[config.mk]
export PLATFORM = sky130hd
export DESIGN_NAME = mgt_01_divide_unit
export DESIGN_NICKNAME = d
export VERILOG_FILES = /design/src/rtl/mgt_01_divide_unit_pkg.sv /design/src/rtl/mgt_01_divide_unit.sv
export SDC_FILE = /design/constraint.sdc
export NUM_CORES = 1
export LEC_CHECK = 0
export BUFFER_PORTS_ARGS = -buffer_cell sky130_fd_sc_hd__buf_4
export CAP_MARGIN = 15
export CELL_PAD_IN_SITES_DETAIL_PLACEMENT = 0
export CELL_PAD_IN_SITES_GLOBAL_PLACEMENT = 1
export CORE_ASPECT_RATIO = 2
export CORE_MARGIN = 5
export CORE_UTILIZATION = 30
export DETAILED_ROUTE_END_ITERATION = 16
export GPL_TIMING_DRIVEN = 0
export PLACE_DENSITY = 0.55
export SYNTH_ARGS = -nofsm -noshare
export SYNTH_HDL_FRONTEND = slang
export SYNTH_SLANG_ARGS = --single-unit
[constraint.sdc]
create_clock -name clk_i -period 4.19 [get_ports clk_i]
set_input_delay 0.2095 -clock clk_i [delete_from_list [all_inputs] [get_ports clk_i]]
set_output_delay 0.2095 -clock clk_i [all_outputs]
set_load 0.02 [all_outputs]
[src/rtl/mgt_01_divide_unit_pkg.sv]
// Shared types and widths for the divide unit.
// Covers the functional-unit status, the RV32M divide opcodes and the divider FSM.
package mgt_01_divide_unit_pkg;

    localparam int unsigned XLEN = 32;

    typedef enum logic {
        FREE,
        BUSY
    } fu_state_e;

    typedef enum logic [1:0] {
        DIV_,
        DIVU_,
        REM_,
        REMU_
    } div_ops_e;

    typedef enum logic [2:0] {
        IDLE,
        PREP,
        DIVIDE,
        FIXUP,
        DONE
    } div_fsm_e;

endpackage

[src/rtl/mgt_01_divide_unit.sv]
// Iterative radix-2 restoring divider for DIV/DIVU/REM/REMU.
// It retires one quotient bit per enabled cycle and short-circuits divide-by-zero and signed overflow.
module mgt_01_divide_unit #(
    parameter int unsigned XLEN = mgt_01_divide_unit_pkg::XLEN
) (
    input  logic                                clk_i,
    input  logic                                rst_n_i,
    input  logic                                clk_en_i,
    input  logic [XLEN-1:0]                     dividend_i,
    input  logic [XLEN-1:0]                     divisor_i,
    input  mgt_01_divide_unit_pkg::div_ops_e    operation_i,
    input  logic                                data_valid_i,
    output logic [XLEN-1:0]                     result_o,
    output logic                                data_valid_o,
    output logic                                divide_by_zero_o,
    output mgt_01_divide_unit_pkg::fu_state_e   fu_state_o
);
    import mgt_01_divide_unit_pkg::*;

    localparam int unsigned CntW = (XLEN > 1) ? $clog2(XLEN) : 1;
    localparam logic [XLEN-1:0] MinNeg = {1'b1, {(XLEN-1){1'b0}}};

    div_fsm_e        r_state, w_state_next;
    div_ops_e        r_op, w_op_next;
    logic [XLEN-1:0] r_dividend, w_dividend_next;
    logic [XLEN-1:0] r_divisor, w_divisor_next;
    logic [XLEN-1:0] r_quo, w_quo_next;
    logic [XLEN-1:0] r_rem, w_rem_next;
    logic [XLEN-1:0] r_result, w_result_next;
    logic [CntW-1:0] r_cnt, w_cnt_next;
    logic            r_q_neg, w_q_neg_next;
    logic            r_r_neg, w_r_neg_next;
    logic            r_dbz, w_dbz_next;

    logic            w_signed, w_is_rem, w_dvd_neg, w_dvs_neg;
    logic [XLEN-1:0] w_dvd_abs, w_dvs_abs;
    logic [XLEN:0]   w_shift, w_trial;

    assign w_signed  = (r_op == DIV_) || (r_op == REM_);
    assign w_is_rem  = (r_op == REM_) || (r_op == REMU_);
    assign w_dvd_neg = w_signed & r_dividend[XLEN-1];
    assign w_dvs_neg = w_signed & r_divisor[XLEN-1];
    assign w_dvd_abs = w_dvd_neg ? -r_dividend : r_dividend;
    assign w_dvs_abs = w_dvs_neg ? -r_divisor : r_divisor;

    // The partial remainder is always below the divisor, so only the trial needs the extra bit.
    assign w_shift = {r_rem, r_quo[XLEN-1]};
    assign w_trial = w_shift - {1'b0, r_divisor};

    always_comb begin
        w_state_next    = r_state;
        w_op_next       = r_op;
        w_dividend_next = r_dividend;
        w_divisor_next  = r_divisor;
        w_quo_next      = r_quo;
        w_rem_next      = r_rem;
        w_result_next   = r_result;
        w_cnt_next      = r_cnt;
        w_q_neg_next    = r_q_neg;
        w_r_neg_next    = r_r_neg;
        w_dbz_next      = r_dbz;
        unique case (r_state)
            IDLE: begin
                if (data_valid_i) begin
                    w_op_next       = operation_i;
                    w_dividend_next = dividend_i;
                    w_divisor_next  = divisor_i;
                    w_state_next    = PREP;
                end
            end
            PREP: begin
                if (r_divisor == '0) begin
                    w_result_next = w_is_rem ? r_dividend : '1;
                    w_dbz_next    = 1'b1;
                    w_state_next  = DONE;
                end else if (w_signed && r_dividend == MinNeg && r_divisor == '1) begin
                    w_result_next = w_is_rem ? '0 : MinNeg;
                    w_dbz_next    = 1'b0;
                    w_state_next  = DONE;
                end else begin
                    w_rem_next     = '0;
                    w_quo_next     = w_dvd_abs;
                    w_divisor_next = w_dvs_abs;
                    w_q_neg_next   = w_dvd_neg ^ w_dvs_neg;
                    w_r_neg_next   = w_dvd_neg;
                    w_cnt_next     = CntW'(XLEN - 1);
                    w_state_next   = DIVIDE;
                end
            end
            DIVIDE: begin
                if (!w_trial[XLEN]) begin
                    w_rem_next = w_trial[XLEN-1:0];
                    w_quo_next = {r_quo[XLEN-2:0], 1'b1};
                end else begin
                    w_rem_next = w_shift[XLEN-1:0];
                    w_quo_next = {r_quo[XLEN-2:0], 1'b0};
                end
                if (r_cnt == '0) begin
                    w_state_next = FIXUP;
                end else begin
                    w_cnt_next = r_cnt - 1'b1;
                end
            end
            FIXUP: begin
                if (w_is_rem) begin
                    w_result_next = r_r_neg ? -r_rem : r_rem;
                end else begin
                    w_result_next = r_q_neg ? -r_quo : r_quo;
                end
                w_dbz_next   = 1'b0;
                w_state_next = DONE;
            end
            DONE: begin
                w_state_next = IDLE;
            end
            default: begin
                w_state_next = IDLE;
            end
        endcase
    end

    always_ff @(posedge clk_i or negedge rst_n_i) begin
        if (!rst_n_i) begin
            r_state    <= IDLE;
            r_op       <= DIV_;
            r_dividend <= '0;
            r_divisor  <= '0;
            r_quo      <= '0;
            r_rem      <= '0;
            r_result   <= '0;
            r_cnt      <= '0;
            r_q_neg    <= 1'b0;
            r_r_neg    <= 1'b0;
            r_dbz      <= 1'b0;
        end else if (clk_en_i) begin
            r_state    <= w_state_next;
            r_op       <= w_op_next;
            r_dividend <= w_dividend_next;
            r_divisor  <= w_divisor_next;
            r_quo      <= w_quo_next;
            r_rem      <= w_rem_next;
            r_result   <= w_result_next;
            r_cnt      <= w_cnt_next;
            r_q_neg    <= w_q_neg_next;
            r_r_neg    <= w_r_neg_next;
            r_dbz      <= w_dbz_next;
        end
    end

    assign result_o         = r_result;
    assign divide_by_zero_o = r_dbz;
    assign data_valid_o     = (r_state == DONE);
    assign fu_state_o       = (r_state == IDLE) ? FREE : BUSY;

endmodule

; Word-level counts from Yosys, hierarchy flattened
; Cells that the tools add are included.
[totals]
ff_bits = 173
out_inout_bits = 35
wordCells = 90
[op_classes]
n_addsub = 6
eq_ne = 15
muxes = 35
bitwise_logic = 5
reduce_logical = 18
[op_table]
columns = op, n
row1 = 2-to-1 mux 32 bit, 17
row2 = one-hot mux 32 bit (2 select lines), 4
row3 = negator 32 bit, 4
row4 = equality test 32 bit (second input constant), 2
row5 = subtractor 33 x 32 -> 33 bit, 1
row6 = zero test 32 bit, 1
row7 = 2-to-1 mux 5 bit, 3
row8 = 2-to-1 mux 3 bit, 4
row9 = inequality test 2 bit (second input constant), 6
row10 = one-hot mux 3 bit (4 select lines), 1
row11 = one-hot mux 5 bit (2 select lines), 1
row12 = AND reduction 3 bit, 3
row13 = AND reduction 4 bit, 2
row14 = equality test 3 x 2 -> 1 bit (second input constant), 2
row15 = AND reduction 6 bit, 1
row16 = nonzero test 2 bit, 3
row17 = zero test 5 bit, 1
row18 = AND reduction 5 bit, 1
row19 = subtractor 5 x 1 -> 5 bit (second input constant), 1
row20 = equality test 2 bit (second input constant), 2
row21 = 2-to-1 mux 1 bit, 4
row22 = equality test 3 x 1 -> 1 bit (second input constant), 1
row23 = equality test 3 bit (second input constant), 1
row24 = zero test 3 bit, 1
row25 = other kinds (8), 12

; Longest topological paths before layout
; Gate-level depths: netlist (run 1).
[logic_depth]
word_depth = 7
mapped_depth = 14
ltp_nobuf = 11

; Worst setup path before layout (run 1)
; No wires, ideal clock.
[synth_path]
path_type = register to register
start = reg r_divisor[13]
end = reg r_rem[2]
t_arrival_ps = 2964
required_ps = 4057
setup_slack_ps = 1093
path_stages_with_launch = 15
n_path_buf = 4
period_less_slack_ps = 3097
path_cell_list = dfrtp_1 -> inv_1 -> ha_1 -> clkbuf_1 -> a21o_1 -> a211oi_1 -> nor3b_1 -> a21oi_1 -> o21a_1 -> o311a_1 -> clkbuf_1 -> buf_2 -> buf_2 -> a32oi_1 -> o31ai_1
[synth_via]
elab_chain_cells = 4
[synth_rtl]
columns = element, line
row1 = from (decl), mgt_01_divide_unit.sv:26  ; logic [XLEN-1:0] r_divisor, w_divisor_next;
row2 = from (signal assigned), mgt_01_divide_unit.sv:139  ; r_divisor <= w_divisor_next;
row3 = "parallel branches: the longest is 4 deep, another holds subtractor 33 x 32 -> 33 bit", --
row4 = to (signal assigned), mgt_01_divide_unit.sv:141  ; r_rem <= w_rem_next;
row5 = to (decl), mgt_01_divide_unit.sv:28  ; logic [XLEN-1:0] r_rem, w_rem_next;
; Parallel ways; which one is timed is not known.
; A chain may end at the register's enable or synchronous reset.

; Worst setup path after layout (run 1)
[layout_path]
start = reg r_dividend[8]
end = reg r_quo[1]
[layout_via]
elab_chain_cells = 5
[layout_rtl]
columns = element, line
row1 = from (decl), mgt_01_divide_unit.sv:25  ; logic [XLEN-1:0] r_dividend, w_dividend_next;
row2 = from (signal assigned), mgt_01_divide_unit.sv:138  ; r_dividend <= w_dividend_next;
row3 = equality test 32 bit, mgt_01_divide_unit.sv:76  ; end else if (w_signed && r_dividend == MinNeg && r_divisor == '1) begin
row4 = logical AND 1 bit (2 in series), mgt_01_divide_unit.sv:76
row5 = inequality test 2 bit (no source line), --
row6 = AND reduction 4 bit (no source line), --
row7 = to (signal assigned), mgt_01_divide_unit.sv:140  ; r_quo <= w_quo_next;
row8 = to (decl), mgt_01_divide_unit.sv:27  ; logic [XLEN-1:0] r_quo, w_quo_next;
; Every way passes these cells.

==> qor.yml, run 1 <==
drtPass1Iterations: 5
synthTopCellsByCount: "dfrtp_1 (173), o21ai_0 (166), nand2_1 (155)"
ys_warn_count: 0
hpwl_mm: 46.4
fmax_mhz: 249
area_delta_synth_final_pct: 20.0
grt_pass1_wl_mm: 83.4
met1_usage: 0.220
synth.area.top_cells: "dfrtp_1 (34%), o21ai_0 (6.6%), nand2_1 (4.6%)"
ir_drop_mv: 0.339
synth-main-ff-cell: "dfrtp_1"
avgSynthCellArea_um2: 8.30
wl_mm: 57.4
drv_slew: 0
dp.cells: 2162
drc: 0
yosysTopAreaCell: "dfrtp_1"
vias_per_cell: 5.52
grt_max_degree: 92
drtAntennaViolNets: 0
pin_count: 105
antenna_found_initial: 0
maxCapViolCount: 0
cts_made_buffers: 17
cellLeakagePower_uw: 0.00633
htree_levels: 4
relSlewSlack: 0.329
worstSetupStartpointType: "flip-flop"
port_buffers: 104
layout-drive-gt1-share: 0.135
grt_use_total: 0.244
critPathMaxFanout: 10
core_area_mm2: 0.0416
routedWlPerCell_um: 25.7
ys_types: 79
clock_sinks: 173
clock-root-buffer: "clkbuf_16"
vias: 12341
cts_tree: "yes"
clock_skew_ns: 0.0161
grt_pass1_vias: 12758
grt_util_met3: 0.0247
drt_iter0_markers: 559
hp-class: "input port to flip-flop"
status: "finished, final reports clean"
period_needed_ns: 4.02
final_nets: 1791
dieArea_mm2: 0.0464
required_ns: 4.51
netlist_instances: 1516
period_share: 0.960
setup_violations: 0
path_clk_slew_ns: 0.08
grt_busiest_layer: "met2"
n_antenna_cell: 0
endpoint_kind: "flip-flop"
yosysMostFrequentCell: "dfrtp_1"
synth_edf_count: 0
start_util: 0.302
crit_type: "flip-flop to flip-flop"
clk_latency_ns: 0.47
power_density_mw_per_mm2: 726
syn_nets: 1626
cts.path.max_buffers: 2
place_congestion: 0.940
max_slew.worst_pin.slew_ns: 1.00
fillCellCount: 4462
overflow: 0
async_flop_share: 1.00
seq_area_frac_synth: 0.344
grtUsageMet2: 0.501
synth_top_area_frac: 0.344
die_x_um: 155
hold_viol: 0
cp.arrival_ns: 4.34
rows: 106
grt_setup_unrepaired: "false"
synth_seq_cells: 173
die_y_um: 300
syn_area_mm2: 0.0126
layout.cells.non_filler: 2234
holdWs_ns: 0.0244
timing repair:
action / in CTS / in global routing
setup buffers: 2 / 0
resized for setup: 5 / 0
pin swaps: 1 / 1
endpoints found under the hold margin: 128 / 0
hold buffers: 39 / 0
endpoints found under the setup margin: 103 / 16
metrics by stage:
step | setup WS (ns) | utilization | setup TNS, ns | power (µW) | cell area, µm²
final | 0.167 | 0.363 | 0 | 11000 | 15100
after global routing | 0.0414 | 0.363 | 0 | 11700 | 15100
after CTS | 0.0354 | 0.363 | 0 | 11000 | 15100
after detailed placement | -0.568 | 0.338 | -33.82 | 9240 | 14100
after global placement | -0.543 | 0.337 | -31.68 | 9190 | 14000
after floorplan | 1.09 | - | 0 | 6840 | 12600
cell families (layout without fill, tap and decap cells):
kind of cell | Yosys count | count (layout) | synth area share
and+or+nand+nor | 484 | 484 | 0.190
adders and majority gates | 40 | 40 | 0.0404
muxes | 59 | 59 | 0.0507
DFF | 173 | 173 | 0.344
AOI/OAI and AO/OA | 494 | 494 | 0.246
xor gates and xnor gates | 109 | 109 | 0.0758
buffers and inverters | 157 | 335 | 0.0537
final timing paths:
path	start	endpoint	slack, ns	cells past startpoint
setup / recovery	r_dividend[8]$_DFFE_PN0P_	r_quo[1]$_DFFE_PN0P_	0.17	10
hold / removal	divisor_i[10]	r_divisor[10]$_DFFE_PN0P_	0.02	3
setup reg to reg	r_dividend[8]$_DFFE_PN0P_	r_quo[1]$_DFFE_PN0P_	0.17	10
hold reg to reg	result_o[26]$_DFFE_PN0P_	result_o[26]$_DFFE_PN0P_	0.48	2
max in group asynchronous	rst_n_i	r_rem[30]$_DFFE_PN0P_	2.90	3
min in group asynchronous	rst_n_i	r_dividend[15]$_DFFE_PN0P_	0.36	2
cells in the final DEF, fill, tap and decap left out, types with 17 or more instances in the layout:
cell and n:
mux2_2 38, mux2i_1 21, nand2_1 155, dlygate4sd3_1 39
clkbuf_1 72, o211ai_1 37, ha_1 39, clkbuf_16 17
nor2_1 103, xor2_1 54, o21ai_0 166, a21o_1 24
nor3_1 33, o31ai_1 27, inv_1 59, or3_1 28
nand3_1 51, nand4_1 20, dfrtp_1 173, a21oi_1 115
xnor2_1 55, buf_4 108
metal layers:
metal	vias up	part of all wire
li1	5874	-
met1	6013	0.32
met5	-	0
met2	334	0.58
met3	120	0.028
met4	0	0.067
final cells by class:
class,count,area [µm²],area share
clock inverters,15,170,0.0113
clock buffers,17,425,0.0282
well taps,540,676,0.0447
inverters,59,221,0.0147
flip-flops and latches,173,4330,0.287
plain buffers,97,452,0.0299
multi-input cells,1186,7610,0.504
repair buffers,147,1230,0.0812
power breakdown:
group / switching, µW / internal, µW
Sequential: 1020 / 2280
Combinational: 3820 / 2150
Clock: 845 / 855
critical path, stage by stage, from the launching register on:
cell	delay [ns]
dfrtp_1	0.51
or4_4	0.62
or4_4	0.49
nor4_4	0.58
a31o_2	0.34
or3_1	0.13
buf_4	0.19
nand2_1	0.27
clkbuf_1	0.42
o211ai_1	0.21
o21ai_0	0.11
registers in the layout (all words and copies together), names as in the netlist:
register and count:
r_r_neg 1, r_state 3, r_divisor 32, r_q_neg 1, r_cnt 5, r_dividend 32, r_rem 32, r_op 2
result_o 32, r_quo 32, divide_by_zero_o 1
(Power assumes the default switching activity.)
==> run 2: changes to the inputs <==
--- a/config.mk
+++ b/config.mk
@@ -13,8 +13,7 @@
 export CORE_MARGIN = 5
 export CORE_UTILIZATION = 30
 export DETAILED_ROUTE_END_ITERATION = 16
-export GPL_TIMING_DRIVEN = 0
-export PLACE_DENSITY = 0.55
+export PLACE_DENSITY = 0.66
 export SYNTH_ARGS = -nofsm -noshare
 export SYNTH_HDL_FRONTEND = slang
 export SYNTH_SLANG_ARGS = --single-unit
==> run 2 against run 1 <==
  * Via count is 3.3% lower
  * Routed wire length is 15% lower
  * Combinational power is 6.7% lower
  * Non-clock buffer count is 59 lower
==> qor.yml, run 2 (synthesis gave the netlist of run 1 again) <==
wl_mm: 48.8  # was 57.4 mm
final_common_cell: "dfrtp_1"  # unchanged
power_density_mw_per_mm2: 705  # was 726 mW/mm²
cts_setup_buffers: 0  # was 2
grt_pass1_wl_mm: 73.7  # was 83.4 mm
final_nets: 1732  # was 1,791
layout-drive-gt1-share: 0.153  # was 0.135
clock_skew_ns: 0.0125  # was 0.0161 ns
worstSetupStartpointType: "flip-flop"  # unchanged
area_delta_synth_final_pct: 18.6  # was 20.0%
die_y_um: 300  # unchanged
cts_tree: "yes"  # unchanged
drv_slew: 0  # unchanged
start_util: 0.302  # unchanged
path_clk_slew_ns: 0.08  # about the same
layout.cells.non_filler: 2175  # was 2,234
overflow: 0  # unchanged
clock-root-buffer: "clkbuf_16"  # unchanged
clock_sinks: 173  # unchanged
maxCapViolCount: 0  # unchanged
cp.arrival_ns: 3.93  # was 4.34 ns
endpoint_kind: "flip-flop"  # unchanged
fin_setup_tns_ns: 0  # unchanged
drtPass1Iterations: 6  # was 5
crit_type: "flip-flop to flip-flop"  # unchanged
grt_setup_unrepaired: "false"  # unchanged
antenna_found_initial: 0  # unchanged
htree_levels: 4  # unchanged
ir_drop_mv: 0.358  # was 0.339 mV
dieArea_mm2: 0.0464  # unchanged
period_needed_ns: 3.59  # was 4.02 ns
rows: 106  # unchanged
pin_count: 105  # unchanged
drc: 0  # unchanged
setup_violations: 0  # unchanged
die_x_um: 155  # unchanged
fmax_mhz: 279  # was 249 MHz
cellLeakagePower_uw: 0.00633  # about the same
cts_made_buffers: 17  # unchanged
clk_latency_ns: 0.47  # about the same
period_share: 0.856  # was 0.960
status: "finished, final reports clean"  # unchanged
drtAntennaViolNets: 0  # unchanged
max_slew.worst_pin.slew_ns: 1.06  # was 1.00 ns
grt_max_degree: 92  # unchanged
grt_use_total: 0.209  # was 0.244
critPathMaxFanout: 17  # was 10
fin_total_pwr_uw: 10500  # was 11,000 µW
cts.path.max_buffers: 2  # unchanged
hpwl_mm: 38.4  # was 46.4 mm
dp.cells: 2107  # was 2,162
place_congestion: 0.904  # was 0.940
core_area_mm2: 0.0416  # unchanged
postCtsResizedCells: 0  # was 5
drt_iter0_markers: 699  # was 559
layout_common_cells: "dfrtp_1 (173), o21ai_0 (166), nand2_1 (155)"  # unchanged
relSlewSlack: 0.288  # was 0.329
required_ns: 4.54  # was 4.51 ns
n_antenna_cell: 0  # unchanged
grt_pass1_vias: 12249  # was 12,758
hp-class: "input port to flip-flop"  # unchanged
vias: 11936  # was 12,341
hold_viol: 0  # unchanged
routedWlPerCell_um: 22.4  # was 25.7 µm
vias_per_cell: 5.49  # was 5.52
port_buffers: 104  # unchanged
run 2: cell count changes in the layout (fill, tap and decap cells not counted), sizes merged:
cell | before | now
buf | 126 | 149
clkbuf | 95 | 18
clkdlybuf4s50 | 1 | 0
clkinv | 2 | 3
dlygate4sd3 | 39 | 36
inv | 69 | 67
run 2: metal layers:
layer,part of all wire,GRT usage
met4,0.078,0.147
met5,0,0
met1,0.34,0.196
met3,0.023,0.0234
met2,0.56,0.408
run 2: per-stage QoR:
step	util	cell area [µm²]	setup WS, ns	hold WS, ns
after floorplan	-	12600	1.09	-0.0861
after global placement	0.336	14000	0.669	0.339
after detailed placement	0.336	14000	0.628	0.341
after CTS	0.359	14900	0.590	0.00479
after global routing	0.359	14900	0.440	0.0202
final	0.359	14900	0.605	0.0297
run 2: critical path, cell delays in order (launching register included):
cell and delay (ns):
dfrtp_1 0.50, inv_1 0.14, ha_1 0.23, fa_1 0.40
nand2b_1 0.18, a21o_1 0.19, a21o_1 0.20, a21oi_1 0.38
o2111ai_1 0.19, o311a_2 0.33, buf_4 0.24, and4b_1 0.20
a211o_1 0.26
run 2: timing repair:
action,4_1_cts,5_1_grt
endpoints found under the setup margin,0,0
hold buffers,36,0
endpoints found under the hold margin,117,0
run 2: worst paths after layout:
kind | startpoint | cells after the start | to | slack (ns)
min | divisor_i[23] | 3 | r_divisor[23]$_DFFE_PN0P_ | 0.03
max in group asynchronous | rst_n_i | 3 | r_rem[26]$_DFFE_PN0P_ | 2.75
min in group asynchronous | rst_n_i | 2 | r_divisor[8]$_DFFE_PN0P_ | 0.40
max reg2reg | r_quo[31]$_DFFE_PN0P_ | 12 | r_rem[28]$_DFFE_PN0P_ | 0.60
max | r_quo[31]$_DFFE_PN0P_ | 12 | r_rem[28]$_DFFE_PN0P_ | 0.60
min reg2reg | result_o[12]$_DFFE_PN0P_ | 1 | result_o[12]$_DFFE_PN0P_ | 0.48
run 2: area by class of cell:
class,count,area [µm²]
clock inverters,14,148
multi-input cells,1186,7600
well taps,540,676
flip-flops and latches,173,4330
inverters,59,221
clock buffers,18,439
fillers,4349,26700
repair buffers,185,1520
run 2: report_power, final:
group	total (µW)	internal [µW]	switching [µW]
sequential	3310	2280	1030
combinational	5570	2180	3390
clock	1650	858	789
==> run 3: changes to the inputs <==
==> constraint.sdc (replaced) <==
create_clock -name clk_i -period 4.19 [get_ports clk_i]
set_input_delay 0.419 -clock clk_i [delete_from_list [all_inputs] [get_ports clk_i]]
set_output_delay 0.419 -clock clk_i [all_outputs]
set_load 0.02 [all_outputs]
==> run 3 against run 2 <==
  * Fmax hardly changed
  * Die area stayed put
  * First-iteration DRC count is 14% lower
  * Sequential share of layout area is 0.72 points higher
  * Utilization is 0.87 points lower
  * Setup slack better by 0.00084 ns
  * Register-to-register slack hardly changed
  * Global-route usage is 0.13 points higher
  * Combinational power hardly changed
  * Largest cell class unchanged
  * Highest routed layer unchanged
==> qor.yml, run 3 (synthesis gave the netlist of run 1 again) <==
status: "finished, final reports clean"  # unchanged
r2r_setup_slack_ns: 0.61  # was 0.60 ns
core_area_mm2: 0.0416  # unchanged
ff2ff_path_depth: 12  # unchanged
grt_pass1_wl_mm: 73.7  # about the same
min_delay_path_depth: 2  # was 3
finalWorstSetupSlack_ns: 0.606  # was 0.605 ns
drt_iter0_markers: 599  # was 699
sw_frac_of_total: 0.494  # was 0.495
ctsHoldBuffers: 1  # was 36
clk_latency_ns: 0.46  # was 0.47 ns
fmax_mhz: 279  # about the same
period_needed_ns: 3.58  # was 3.59 ns
drc: 0  # unchanged
placed_cell_area_mm2: 0.0140  # about the same
max_slew.worst_pin.slew_ns: 1.19  # was 1.06 ns
dieArea_mm2: 0.0464  # unchanged
cp_common_cell: "a21o_1"  # unchanged
cts_tree: "yes"  # unchanged
timing.rr.end: "r_rem[0]$_DFFE_PN0P_"  # was r_rem[28]$_DFFE_PN0P_
drtAntennaViolNets: 0  # unchanged
fin_total_pwr_uw: 10600  # was 10,500 µW
setup_violations: 0  # unchanged
clock_skew_ns: 0.00840  # was 0.0125 ns
critPathMaxFanout: 41  # was 17
period_share: 0.855  # was 0.856
final_design_area_no_fill_mm2: 0.0146  # was 0.0149 mm²
area_delta_synth_final_pct: 15.8  # was 18.6%
worst-path-buf-inv: 2  # unchanged
final_nets: 1692  # was 1,732
grt_max_degree: 67  # was 92
final_common_cell: "dfrtp_1"  # unchanged
layout-drive-gt1-share: 0.154  # was 0.153
overflow: 0  # unchanged
layout_common_cells: "dfrtp_1 (173), o21ai_0 (166), nand2_1 (155)"  # unchanged
dr_wl_met3_mm: 1.32  # was 1.12 mm
grt_setup_unrepaired: "false"  # unchanged
hold_end: "r_dividend[11]$_DFFE_PN0P_"  # was r_divisor[23]$_DFFE_PN0P_
routed.top_layer: "met4"  # unchanged
place_congestion: 0.924  # was 0.904
power_density_mw_per_mm2: 725  # was 705 mW/mm²
wl_mm: 48.7  # was 48.8 mm
crit_path_cell_trace: "inv_1, ha_1, fa_1, nand2b_1, a21o_1, a21o_1, a21oi_1, o21a_1, o311a_2, buf_12, mux2_2, o21ai_0"  # was inv_1, ha_1, fa_1, nand2b_1, a21o_1, a21o_1, a21oi_1, o2111ai_1, o311a_2, buf_4, and4b_1, a211o_1
seqCellArea_mm2: 0.00433  # unchanged
die_x_um: 155  # unchanged
wl_met2_mm: 27.1  # was 27.2 mm
dp_slack_ns: 0.610  # was 0.628 ns
vias_per_cell: 5.54  # was 5.49
min_from: "dividend_i[11]"  # was divisor_i[23]
start_util: 0.302  # unchanged
wl_met1_mm: 16.7  # about the same
pwr-share-clk: 0.160  # was 0.156
fin_setup_tns_ns: 0  # unchanged
pin_count: 105  # unchanged
htree_levels: 4  # unchanged
n_antenna_cell: 0  # unchanged
postCtsResizedCells: 0  # unchanged
cp.arrival_ns: 3.96  # was 3.93 ns
endpoint_kind: "flip-flop"  # unchanged
critical_path.top_delay_family: "compound AO/OA/AOI/OAI gates"  # unchanged
cts.path.max_buffers: 2  # unchanged
vias: 11822  # was 11,936
p_sw_uw: 5220  # was 5210 µW
pwr-share-seq: 0.311  # was 0.315
grt_pass1_vias: 12055  # was 12,249
routedWlPerCell_um: 22.8  # was 22.4 µm
hp-class: "input port to flip-flop"  # unchanged
port_buffers: 104  # unchanged
grt_use_total: 0.210  # was 0.209
die_y_um: 300  # unchanged
p_comb_frac: 0.529  # about the same
ir_drop_mv: 0.387  # was 0.358 mV
drtPass1Iterations: 5  # was 6
r2r_start: "r_quo[31]$_DFFE_PN0P_"  # unchanged
multiInputGateArea_mm2: 0.00760  # unchanged
hpwl_mm: 38.7  # was 38.4 mm
rows: 106  # unchanged
worstSetupStartpointType: "flip-flop"  # unchanged
internal_power_uw: 5340  # was 5320 µW
drv_slew: 0  # unchanged
fillCellCount: 4402  # was 4,349
clock-root-buffer: "clkbuf_16"  # unchanged
holdWs_ns: 0.188  # was 0.0297 ns
path_clk_slew_ns: 0.07  # was 0.08 ns
slowest_delay_ns: 0.55  # was 0.50 ns
slowest_stage: "dfrtp_1"  # unchanged
antenna_found_initial: 0  # unchanged
relSlewSlack: 0.197  # was 0.288
crit_type: "flip-flop to flip-flop"  # unchanged
cts_setup_buffers: 0  # unchanged
hold_viol: 0  # unchanged
cellLeakagePower_uw: 0.00615  # was 0.00633 µW
cts_made_buffers: 17  # unchanged
clock_sinks: 173  # unchanged
maxCapViolCount: 0  # unchanged
required_ns: 4.56  # was 4.54 ns
-- run 3: final cells by class --
type                            instances  share of cell area
Multi-Input combinational cell       1186               0.522
Timing Repair Buffer                  145              0.0786
Sequential cell                       173               0.297
Inverter                               59              0.0152
Clock buffer                           17              0.0292
Tap cell                              540              0.0464
Clock inverter                         15              0.0120
-- run 3: how the worst max path moves through the flow --
stage	startpoint	endpoint	depth (start not counted)
2_1_floorplan	r_divisor[13]$_DFFE_PN0P_	r_rem[2]$_DFFE_PN0P_	14
3_3_place_gp	r_quo[31]$_DFFE_PN0P_	r_rem[0]$_DFFE_PN0P_	12
3_5_place_dp	r_quo[31]$_DFFE_PN0P_	r_rem[0]$_DFFE_PN0P_	12
4_1_cts	r_quo[31]$_DFFE_PN0P_	r_rem[0]$_DFFE_PN0P_	12
5_1_grt	r_divisor[1]$_DFFE_PN0P_	result_o[24]$_DFFE_PN0P_	12
6_report	r_quo[31]$_DFFE_PN0P_	r_rem[0]$_DFFE_PN0P_	12
-- run 3: per-layer routing --
layer,GRT usage,up-vias
met3,0.0248,122
met1,0.205,5698
li1,-,5678
met5,0,-
met2,0.405,324
met4,0.140,0
-- run 3: power by group through the flow --
stage               clock (µW)  combinational [µW]  sequential (µW)
floorplan                    0                3840             3000
global placement             0                5560             3300
detailed placement           0                5590             3300
CTS                       1740                5610             3280
global route              1780                6160             3370
finish                    1690                5580             3280
-- run 3: through the flow --
step,std cells,utilization
3_5_place_dp,2102,0.335
2_1_floorplan,1516,-
5_1_grt,2135,0.350
6_report,2135,0.350
3_3_place_gp,2102,0.335
4_1_cts,2135,0.350
